**src/rtl/ddr_ser_pkg.sv**
```systemverilog
// Shared types and helpers for the hpdmc DDR output serializer.
// Optional training pattern support is enabled with `define DDR_SER_TRAIN_EN.
package ddr_ser_pkg;

  typedef enum logic {
    IDLE = 1'b0,
    RUN  = 1'b1
  } ser_state_t;

  function automatic int slot_w(input int ratio);
    return (ratio > 2) ? $clog2(ratio) : 1;
  endfunction

  // Training slices alternate all-ones / all-zeros starting with ones at slice 0.
  function automatic logic train_bit(input int k);
    return ~k[0];
  endfunction

endpackage

```
**src/rtl/ddr_ser_buf.sv**
```systemverilog
// One-word holding register between the data FIFO and the serializer shift stage.
// Behaviour is the same whether or not DDR_SER_TRAIN_EN is defined.
module ddr_ser_buf
  import ddr_ser_pkg::*;
#(
  parameter int W = 32
) (
  input  logic         clk,
  input  logic         rst_n,
  input  logic [W-1:0] din,
  input  logic         din_valid,
  output logic         din_ready,
  input  logic         take,
  output logic [W-1:0] data,
  output logic         full
);

  assign din_ready = ~full;

  // take only fires while full and accept only while empty, so they never collide.
  always_ff @(posedge clk) begin
    if (!rst_n) begin
      full <= 1'b0;
      data <= '0;
    end else if (take) begin
      full <= 1'b0;
    end else if (din_valid && !full) begin
      data <= din;
      full <= 1'b1;
    end
  end

endmodule

```
**src/rtl/ddr_out_serializer.sv**
```systemverilog
// Multi-lane output serializer: LANES*RATIO-bit words out as RATIO LANES-bit slices, slice 0 first.
// Defining DDR_SER_TRAIN_EN adds a 'train' input that substitutes a 1,0,1,0 training word at word boundaries.
module ddr_out_serializer
  import ddr_ser_pkg::*;
#(
  parameter int   LANES = 16,
  parameter int   RATIO = 2,
  parameter logic INIT  = 1'b0
) (
  input  logic                   sys_clk,
  input  logic                   sys_rst_n,
  input  logic                   ce,
`ifdef DDR_SER_TRAIN_EN
  input  logic                   train,
`endif
  input  logic [LANES*RATIO-1:0] din,
  input  logic                   din_valid,
  output logic                   din_ready,
  output logic [LANES-1:0]       q,
  output logic                   q_valid,
  output logic                   q_first,
  output logic                   underrun
);

  localparam int W      = LANES * RATIO;
  localparam int SLOT_W = slot_w(RATIO);
  localparam logic [SLOT_W-1:0] LAST_SLOT = SLOT_W'(RATIO - 1);
  localparam logic [SLOT_W-1:0] ONE_SLOT  = SLOT_W'(1);

  logic [W-1:0]      buf_word;
  logic              buf_full;
  logic              take;
  logic              slot_zero;
  logic              load_train;
  logic [W-1:0]      next_word;
  logic [W-1:0]      sh;
  logic [SLOT_W-1:0] slot;
  ser_state_t        state;

  ddr_ser_buf #(.W(W)) u_buf (
    .clk       (sys_clk),
    .rst_n     (sys_rst_n),
    .din       (din),
    .din_valid (din_valid),
    .din_ready (din_ready),
    .take      (take),
    .data      (buf_word),
    .full      (buf_full)
  );

  assign slot_zero = (slot == '0);

`ifdef DDR_SER_TRAIN_EN
  logic [W-1:0] train_word;

  always_comb begin
    train_word = '0;
    for (int k = 0; k < RATIO; k++) begin
      train_word[k*LANES +: LANES] = {LANES{train_bit(k)}};
    end
  end

  // A training word pre-empts the buffer but leaves its contents in place.
  assign load_train = ce & slot_zero & train;
  assign next_word  = load_train ? train_word : buf_word;
`else
  assign load_train = 1'b0;
  assign next_word  = buf_word;
`endif

  assign take = ce & slot_zero & buf_full & ~load_train;

  // sh holds the not-yet-emitted slices of the word in flight, lowest slice at the bottom.
  always_ff @(posedge sys_clk) begin
    if (!sys_rst_n) begin
      q        <= {LANES{INIT}};
      q_valid  <= 1'b0;
      q_first  <= 1'b0;
      underrun <= 1'b0;
      slot     <= '0;
      sh       <= '0;
      state    <= IDLE;
    end else begin
      underrun <= 1'b0;
      if (ce) begin
        if (slot_zero) begin
          if (load_train || buf_full) begin
            q       <= next_word[LANES-1:0];
            sh      <= next_word >> LANES;
            q_valid <= 1'b1;
            q_first <= 1'b1;
            slot    <= ONE_SLOT;
            state   <= RUN;
          end else begin
            q        <= {LANES{INIT}};
            q_valid  <= 1'b0;
            q_first  <= 1'b0;
            underrun <= (state == RUN);
            state    <= IDLE;
          end
        end else begin
          q       <= sh[LANES-1:0];
          sh      <= sh >> LANES;
          q_first <= 1'b0;
          slot    <= (slot == LAST_SLOT) ? '0 : slot + 1'b1;
        end
      end
    end
  end

endmodule

```
**config.mk**
```make
export PLATFORM = sky130hd
export DESIGN_NAME = ddr_out_serializer
export DESIGN_NICKNAME = d
export VERILOG_FILES = /design/src/rtl/ddr_ser_pkg.sv /design/src/rtl/ddr_ser_buf.sv /design/src/rtl/ddr_out_serializer.sv
export SDC_FILE = /design/constraint.sdc
export NUM_CORES = 1
export LEC_CHECK = 0
export ABC_AREA = 1
export ABC_CLOCK_PERIOD_IN_PS = 2550
export BUFFER_PORTS_ARGS = -buffer_cell sky130_fd_sc_hd__buf_2
export CORE_AREA = 2 2 82 84
export CTS_CLUSTER_SIZE = 30
export DETAILED_ROUTE_END_ITERATION = 10
export DIE_AREA = 0 0 84 86
export PLACE_DENSITY_LB_ADDON = 0.2
export SETUP_SLACK_MARGIN = 0.05
export SLEW_MARGIN = 20
export SYNTH_ARGS = -nofsm -noshare
export SYNTH_HDL_FRONTEND = slang
export SYNTH_SLANG_ARGS = --single-unit
```
**constraint.sdc**
```tcl
create_clock -name sys_clk -period 2.55 [get_ports sys_clk]
set_input_delay 0.6375 -clock sys_clk [delete_from_list [all_inputs] [get_ports sys_clk]]
set_output_delay 0.6375 -clock sys_clk [all_outputs]
set_load 0.02 [all_outputs]
```
==> results.toml, run 1 <==
[synthesis]
avgSynthCellArea_um2 = 7.80
syn-num-nets = 389
synth_area_leaders = "dfxtp_1 (49%), nor2_1 (8.7%), nand4_1 (7.3%)"
yosys.area.top_type = "dfxtp_1"
netlist_instances = 353
synth_seq_cells = 68
ys_types = 20
yosys.area.top_type_share_pct = 49.5
ys_seq_area_share_pct = 49.5
netlist_area_mm2 = 0.00275
yosys_warnings = 0

[placement]
dpl.cell_count = 462
place_worst_setup_slack_ns = 0.810
io_buffer_count = 55
dp_hpwl_mm = 4.15
gp_congestion = 0.754

[sta]
rsz0062_at_grt = "no"
finalSetupViolCount = 0
setup_ws_ns = 0.777
fin_worst_skew_ns = 0.00733
post-route-period-util_pct = 69.5
slew_headroom_pct = 55.5
tightest_slew_ns = 0.667
slew_violations = 0
hold_viol = 0
fin_crit_ns = 1.77
max_freq_ghz = 0.564
setup-tns-final_ns = 0

[critical_path]
crit_path_top_delay_cell = "dfxtp_1"
worstSetupPathType = "flip-flop to output pin"
crit_arrival_ns = 1.14
slowest_delay_ns = 0.55
cp-end-kind = "output pin"
cp.required_ns = 1.91
critPathTopFamily = "flip-flops"
path_max_fanout = 11
path_cells = "buf_2"
cp_num_buf_inv = 1
worst_setup_path_start_kind = "flip-flop"

[floorplanning]
coreArea_mm2 = 0.00628
die_h_um = 86
rows = 29
die_w_um = 84
die_area_mm2 = 0.00722
ios = 56
start_util_pct = 43.9

[drt]
dr.pass1.iters = 4
vias_per_cell = 5.23
wl_mm = 6.56
drt-wirelength-per-cell_um = 13.7
ant_nets = 0
drc = 0
vias = 2499
drt_iter0_markers = 135

[finish]
antenna_cells = 0
stdcell_count = 478
most-common-layout-cells = "dfxtp_1 (68), nor2_1 (64), buf_2 (55), nand2_1 (50), nand4_1 (32)"
final_core_util_pct = 50.1
final_nets = 432
drive_above_1_share_pct = 22.4
layout_commonest_cell = "dfxtp_1"
nFillCells = 663
syn_to_final_growth_pct = 14.3

[clocking]
hold_buffers = 0
clock_sinks = 68
clock_latency_ns = 0.35
postCtsSetupBuffers = 0
cts_max_level = 3
cts_buffer_depth = 2
post_cts_resized = 0
cts_root_buffer = "clkbuf_8"
numCtsBuffers = 9
cts_tree = "built"
clk_pin_slew_ns = 0.07

[global_route]
grt_overflow = 0
grt_max_degree = 35
grt_usage_pct = 19.4
first_global_vias = 2398
antenna_found_initial = 0
grt_pass1_wl_mm = 11.2

[outcome]
outcome = "finished clean"

[power]
p_per_area_mw_per_mm2 = 692
leakagePower_nw = 1.32
peakVddDrop_v = 0.000336

[worst_hold_path]
hp-class = "flip-flop to flip-flop"

[flow_run]
maxCapViolations = 0
==> final cells by class <==
cell class | instances | area, um^2 | share of cell area (%)
Inverter | 21 | 81.3 | 2.59
Clock inverter | 5 | 27.5 | 0.875
Timing Repair Buffer | 61 | 320 | 10.2
Sequential cell | 68 | 1360 | 43.3
Clock buffer | 11 | 141 | 4.49
Multi-Input combinational cell | 235 | 1120 | 35.5
Tap cell | 77 | 96.3 | 3.06
==> registers in the layout, summed over array words and instances (netlist names) <==
signal,flops
underrun,1
u_buf.data,32
slot,1
state,1
sh,16
q,16
u_buf.full,1
==> worst min-delay path, cell delays in order (launching register included) <==
cell	delay, ns
dfxtp_1	0.31
nand2_1	0.06
a21oi_1	0.05
==> power by group <==
part	switching, mW	internal [mW]
Sequential	0.0332	1.12
Clock	0.408	0.373
Combinational	0.162	0.0800
==> final timing paths <==
kind,from,end,slack (ns),depth (start not counted)
hold reg to reg,sh[6],sh[6],0.46,2
setup / recovery,slot,q_first,0.78,1
hold / removal,sh[6],sh[6],0.46,2
setup reg to reg,slot,u_buf.full,0.92,5
==> cells by family (layout without fill, tap and decap cells) <==
logic type / Yosys count / count (layout) / share of synthesized area [%]
buf+inv: 50 / 98 / 9.95
compound gates: 69 / 69 / 13.9
simple gates: 166 / 166 / 26.7
flops: 68 / 68 / 49.5
==> cell usage after synthesis <==
library cell / number
dfxtp_1: 68
nor2_1: 64
nand2_1: 50
nand4_1: 32
a21oi_1: 28
o21ai_0: 24
nand3_1: 18
inv_1: 16
buf_2: 13
o21ai_1: 9
a21oi_2: 7
buf_4: 5
buf_6: 5
clkbuf_1: 5
inv_2: 4
buf_8: 1
inv_4: 1
nand2_4: 1
nor3_1: 1
o21ai_4: 1
==> per-stage QoR <==
step | hold WS [ns] | cell area [um^2] | power, mW
2_1_floorplan | 0.439 | 2750 | 1.36
3_3_place_gp | 0.452 | 2980 | 1.42
3_5_place_dp | 0.456 | 2980 | 1.42
4_1_cts | 0.465 | 3150 | 2.19
5_1_grt | 0.486 | 3150 | 2.29
6_report | 0.463 | 3150 | 2.18
==> metal layers <==
metal  up-vias  wire, um  track usage, %
li1       1262         -               -
met1      1176      3010            23.6
met2        50      3190            32.9
met3        11       238            5.10
met4         0       125            8.21
met5         -         0               0
(Power assumes the default switching activity.)
==> inputs of run 2 (changes only) <==
Settings changed: ABC_CLOCK_PERIOD_IN_PS 2550 to 1700.
Clock period 2.55 ns to 1.7 ns, I/O delays scaled along.
==> run 2 against run 1 <==
Against the previous run: sequential cell count unchanged; register-to-register slack worse by 0.53 ns; via count down 2.8%; count of clock-buffer cells in the layout up 2; critical path depth up 1; combinational power up 50%; critical path type unchanged; critical endpoint is now din_ready; largest cell class unchanged; largest power group unchanged.
==> results.toml, run 2 (synthesis gave the netlist of run 1 again) <==
[sta]
rsz0062_at_grt = "no"
fin_worst_skew_ns = 0.00793
max_freq_ghz = 0.664
finalSetupViolCount = 0
slew_violations = 0
post-route-period-util_pct = 88.6
tightest_slew_ns = 0.625
slew_headroom_pct = 58.3
hold_viol = 0
fin_crit_ns = 1.51
setup-tns-final_ns = 0

[finish]
syn_to_final_growth_pct = 15.5
drive_above_1_share_pct = 22.6
seq_area_mm2 = 0.00136
top_regs = "u_buf.data x32, q x16, sh x16"
regMostFlops = "u_buf.data"
most-common-layout-cells = "dfxtp_1 (68), nor2_1 (64), buf_2 (55), nand2_1 (50), nand4_1 (32)"
final_core_util_pct = 50.7
largest_register_ffs = 32
multi_input_area_mm2 = 0.00112
antenna_cells = 0
final_nets = 435
layout_commonest_cell = "dfxtp_1"
nFillCells = 651

[clocking]
clk_pin_slew_ns = 0.07
cts_tree = "built"
post_cts_resized = 0
cts_buffer_depth = 2
hold_buffers = 0
cts_root_buffer = "clkbuf_8"
postCtsSetupBuffers = 0
numCtsBuffers = 9
clock_sinks = 68
cts_max_level = 3
clock_latency_ns = 0.34

[global_route]
grt_usage_pct = 18.4
antenna_found_initial = 0
grt_overflow = 0
first_global_vias = 2321
grt_pass1_wl_mm = 10.6
grt_max_degree = 35

[placement]
gp_congestion = 0.752
io_buffer_count = 55
dp_hpwl_mm = 4.16

[power]
p_per_area_mw_per_mm2 = 1030
leakagePower_nw = 1.34
peakVddDrop_v = 0.000638

[flow_run]
maxCapViolations = 0

[drt]
ant_nets = 0
dr.pass1.iters = 4
drc = 0
vias_per_cell = 5.06
wl_mm = 6.22
drt-wirelength-per-cell_um = 13.0
vias = 2428
drt_iter0_markers = 113

[critical_path]
cp_num_buf_inv = 2
worst_setup_path_start_kind = "flip-flop"
path_max_fanout = 5
path_cells = "inv_2 > buf_2"
cp-end-kind = "output pin"
crit_path_top_delay_cell = "dfxtp_1"
cp.required_ns = 1.27
worstSetupPathType = "flip-flop to output pin"
critPathTopFamily = "flip-flops"
slowest_delay_ns = 0.48
reg2reg_slack_ns = 0.39
crit_arrival_ns = 1.08

[floorplanning]
die_w_um = 84
rows = 29
ios = 56
coreArea_mm2 = 0.00628
die_area_mm2 = 0.00722
die_h_um = 86
start_util_pct = 43.9

[outcome]
outcome = "finished clean"

[worst_hold_path]
hp-class = "input port to flip-flop"
[run 2: area by class of cell]
cell class	count	share of cell area, %
Inverter	21	2.56
Clock inverter	2	0.315
Timing Repair Buffer	64	11.2
Clock buffer	13	5.00
Sequential cell	68	42.8
Multi-Input combinational cell	235	35.1
Tap cell	77	3.03
[run 2: final timing paths]
path,startpoint,end,cells after the start
setup / recovery,u_buf.full,din_ready,2
setup reg to reg,u_buf.full,u_buf.data[16],5
hold / removal,din[18],u_buf.data[18],3
hold reg to reg,sh[14],sh[14],2
[run 2: metrics by stage]
stage | area (um^2) | setup WS (ns) | hold WS (ns) | total power, mW | instances
after global routing | 3180 | 0.131 | 0.335 | 3.44 | 480
after detailed placement | 3010 | 0.325 | 0.452 | 2.14 | 465
after global placement | 3010 | 0.363 | 0.448 | 2.13 | 465
after floorplan | 2750 | 0.571 | 0.439 | 2.04 | 353
after CTS | 3180 | 0.177 | 0.321 | 3.30 | 480
final | 3180 | 0.193 | 0.326 | 3.28 | 480
[run 2: report_power, final]
group | switching (mW) | internal, mW | leakage (nW) | total, mW
Combinational | 0.235 | 0.128 | 0.690 | 0.363
Sequential | 0.0534 | 1.68 | 0.557 | 1.74
Clock | 0.580 | 0.598 | 0.0893 | 1.18
Total | 0.868 | 2.41 | 1.34 | 3.28
[run 2: worst register-to-register path, stage by stage (launching register included)]
cell,delay [ns]
dfxtp_1,0.39
inv_2,0.12
nand2_4,0.09
inv_2,0.43
nor2_1,0.08
nor2_1,0.13
[run 2: routing by layer]
metal / vias up / track usage (%) / share of wire (%)
met5: - / 0 / 0
met4: 0 / 6.89 / 2.1
met3: 13 / 4.62 / 3.4
met2: 44 / 31.6 / 48
met1: 1110 / 22.2 / 47
li1: 1261 / - / -
==> inputs of run 3 (changes only) <==
Settings changed: ABC_CLOCK_PERIOD_IN_PS 1700 to 1300.
Clock period 1.7 ns to 1.3 ns, I/O delays scaled along.
==> run 3 against run 2 <==
Against the previous run: via count decreased by 0.12%; setup slack got worse by 0.13 ns; routed wire length decreased by 0.24%; cell count increased by 1.0%; combinational power increased by 39%.
==> results.toml, run 3 (synthesis gave the netlist of run 1 again) <==
[floorplanning]
start_util_pct = 43.9
die_h_um = 86
coreArea_mm2 = 0.00628
die_area_mm2 = 0.00722
rows = 29
die_w_um = 84
ios = 56

[sta]
tightest_slew_ns = 0.658
whs_ns = 0.219
setup-tns-final_ns = 0
post-route-period-util_pct = 95.1
setup_ws_ns = 0.0632
finalSetupViolCount = 0
rsz0062_at_grt = "yes"
fin_crit_ns = 1.24
hold_viol = 0
slew_headroom_pct = 56.1
max_freq_ghz = 0.809
slew_violations = 0
fin_worst_skew_ns = 0.00620

[power]
peakVddDrop_v = 0.000629
p_per_area_mw_per_mm2 = 1320
leakagePower_nw = 1.37

[clocking]
hold_buffers = 0
cts_root_buffer = "clkbuf_8"
cts_buffer_depth = 2
numCtsBuffers = 9
clk_pin_slew_ns = 0.06
cts_max_level = 3
clock_sinks = 68
cts_tree = "built"
clock_latency_ns = 0.34

[finish]
postLayoutCellArea_mm2 = 0.00325
final_nets = 440
most-common-layout-cells = "dfxtp_1 (66), nor2_1 (64), buf_2 (53), nand2_1 (50), nand4_1 (32)"
drive_above_1_share_pct = 24.0
largest_register_ffs = 32
layout_commonest_cell = "dfxtp_1"
regMostFlops = "u_buf.data"
nFillCells = 677
syn_to_final_growth_pct = 18.0
antenna_cells = 0
top_regs = "u_buf.data x32, q x16, sh x16"

[critical_path]
reg2reg_from = "u_buf.full"
crit_path_top_delay_cell = "dfxtp_2"
slowest_delay_ns = 0.40
worstSetupPathType = "flip-flop to output pin"
path_cells = "buf_4"
worst_setup_path_start_kind = "flip-flop"
path_max_fanout = 5
cp.required_ns = 0.98
crit_arrival_ns = 0.91
critPathTopFamily = "flip-flops"
cp_num_buf_inv = 1
cp-end-kind = "output pin"
startpoint = "slot"

[worst_hold_path]
hp-start = "din[18]"
hp-class = "input port to flip-flop"

[drt]
drt_iter0_markers = 108
dr.pass1.iters = 4
vias_per_cell = 5.00
wl_mm = 6.21
drt-wirelength-per-cell_um = 12.8
drc = 0
ant_nets = 0
vias = 2425

[placement]
placedInstanceArea_mm2 = 0.00306
place_worst_setup_slack_ns = 0.0371
gp_congestion = 0.763
io_buffer_count = 55
dp_hpwl_mm = 4.28

[flow_run]
maxCapViolations = 0

[global_route]
antenna_found_initial = 0
grt_overflow = 0
first_global_vias = 2428
grt_usage_pct = 18.6
grt_pass1_wl_mm = 10.8
grt_max_degree = 35

[outcome]
outcome = "finished clean"
run 3: changes by cell type in the layout (fill, tap and decap cells not counted):
cell and change:
buf_4 +5, inv_2 -2, dfxtp_1 -2, buf_2 -2, inv_4 +2, buf_12 +1, dfxtp_2 +2, buf_6 +1
run 3: report_power, final:
part | switching [mW] | total, mW | internal (mW) | leakage, nW
Combinational | 0.311 | 0.504 | 0.193 | 0.720
Clock | 0.733 | 1.51 | 0.781 | 0.0893
Sequential | 0.0697 | 2.27 | 2.20 | 0.557
Total | 1.11 | 4.29 | 3.18 | 1.37
run 3: worst paths after layout:
check | end | slack [ns] | cells past startpoint
min | u_buf.data[18] | 0.22 | 3
min reg2reg | sh[13] | 0.46 | 2
max reg2reg | sh[6] | 0.16 | 5
max | q_first | 0.06 | 1
run 3: per-stage QoR:
stage / total power, mW / instances / utilization, %
detailed placement: 2.82 / 470 / 48.8
global route: 4.52 / 485 / 51.7
CTS: 4.34 / 485 / 51.6
finish: 4.29 / 485 / 51.7
floorplan: 2.66 / 353 / -
global placement: 2.81 / 470 / 48.8
run 3: cell type report:
class	instances	area (um^2)	share of cell area (%)
Tap cell	77	96.3	2.97
Inverter	21	86.3	2.66
Timing Repair Buffer	69	414	12.8
Clock buffer	13	159	4.89
Sequential cell	68	1360	42.0
Clock inverter	2	10.0	0.308
Multi-Input combinational cell	235	1120	34.4
run 3: worst reg2reg max path, cell delays in order (launching register included):
cell and delay [ns]:
dfxtp_2 0.34, buf_12 0.16, o21ai_4 0.23, buf_4 0.18, nand2_1 0.05, a21oi_1 0.12
run 3: metal layers:
layer | vias up | wire length [um] | global-route usage, % | part of all wire [%]
li1 | 1278 | - | - | -
met5 | - | 0 | 0 | 0
met4 | 0 | 116 | 7.92 | 1.9
met3 | 11 | 207 | 4.62 | 3.3
met2 | 36 | 3040 | 32.8 | 49
met1 | 1100 | 2850 | 21.7 | 46
run 3: timing repair:
item                       4_1_cts  5_1_grt
buffers inserted                 0        0
setup endpoints to repair        5       50
gates resized for setup          5        4
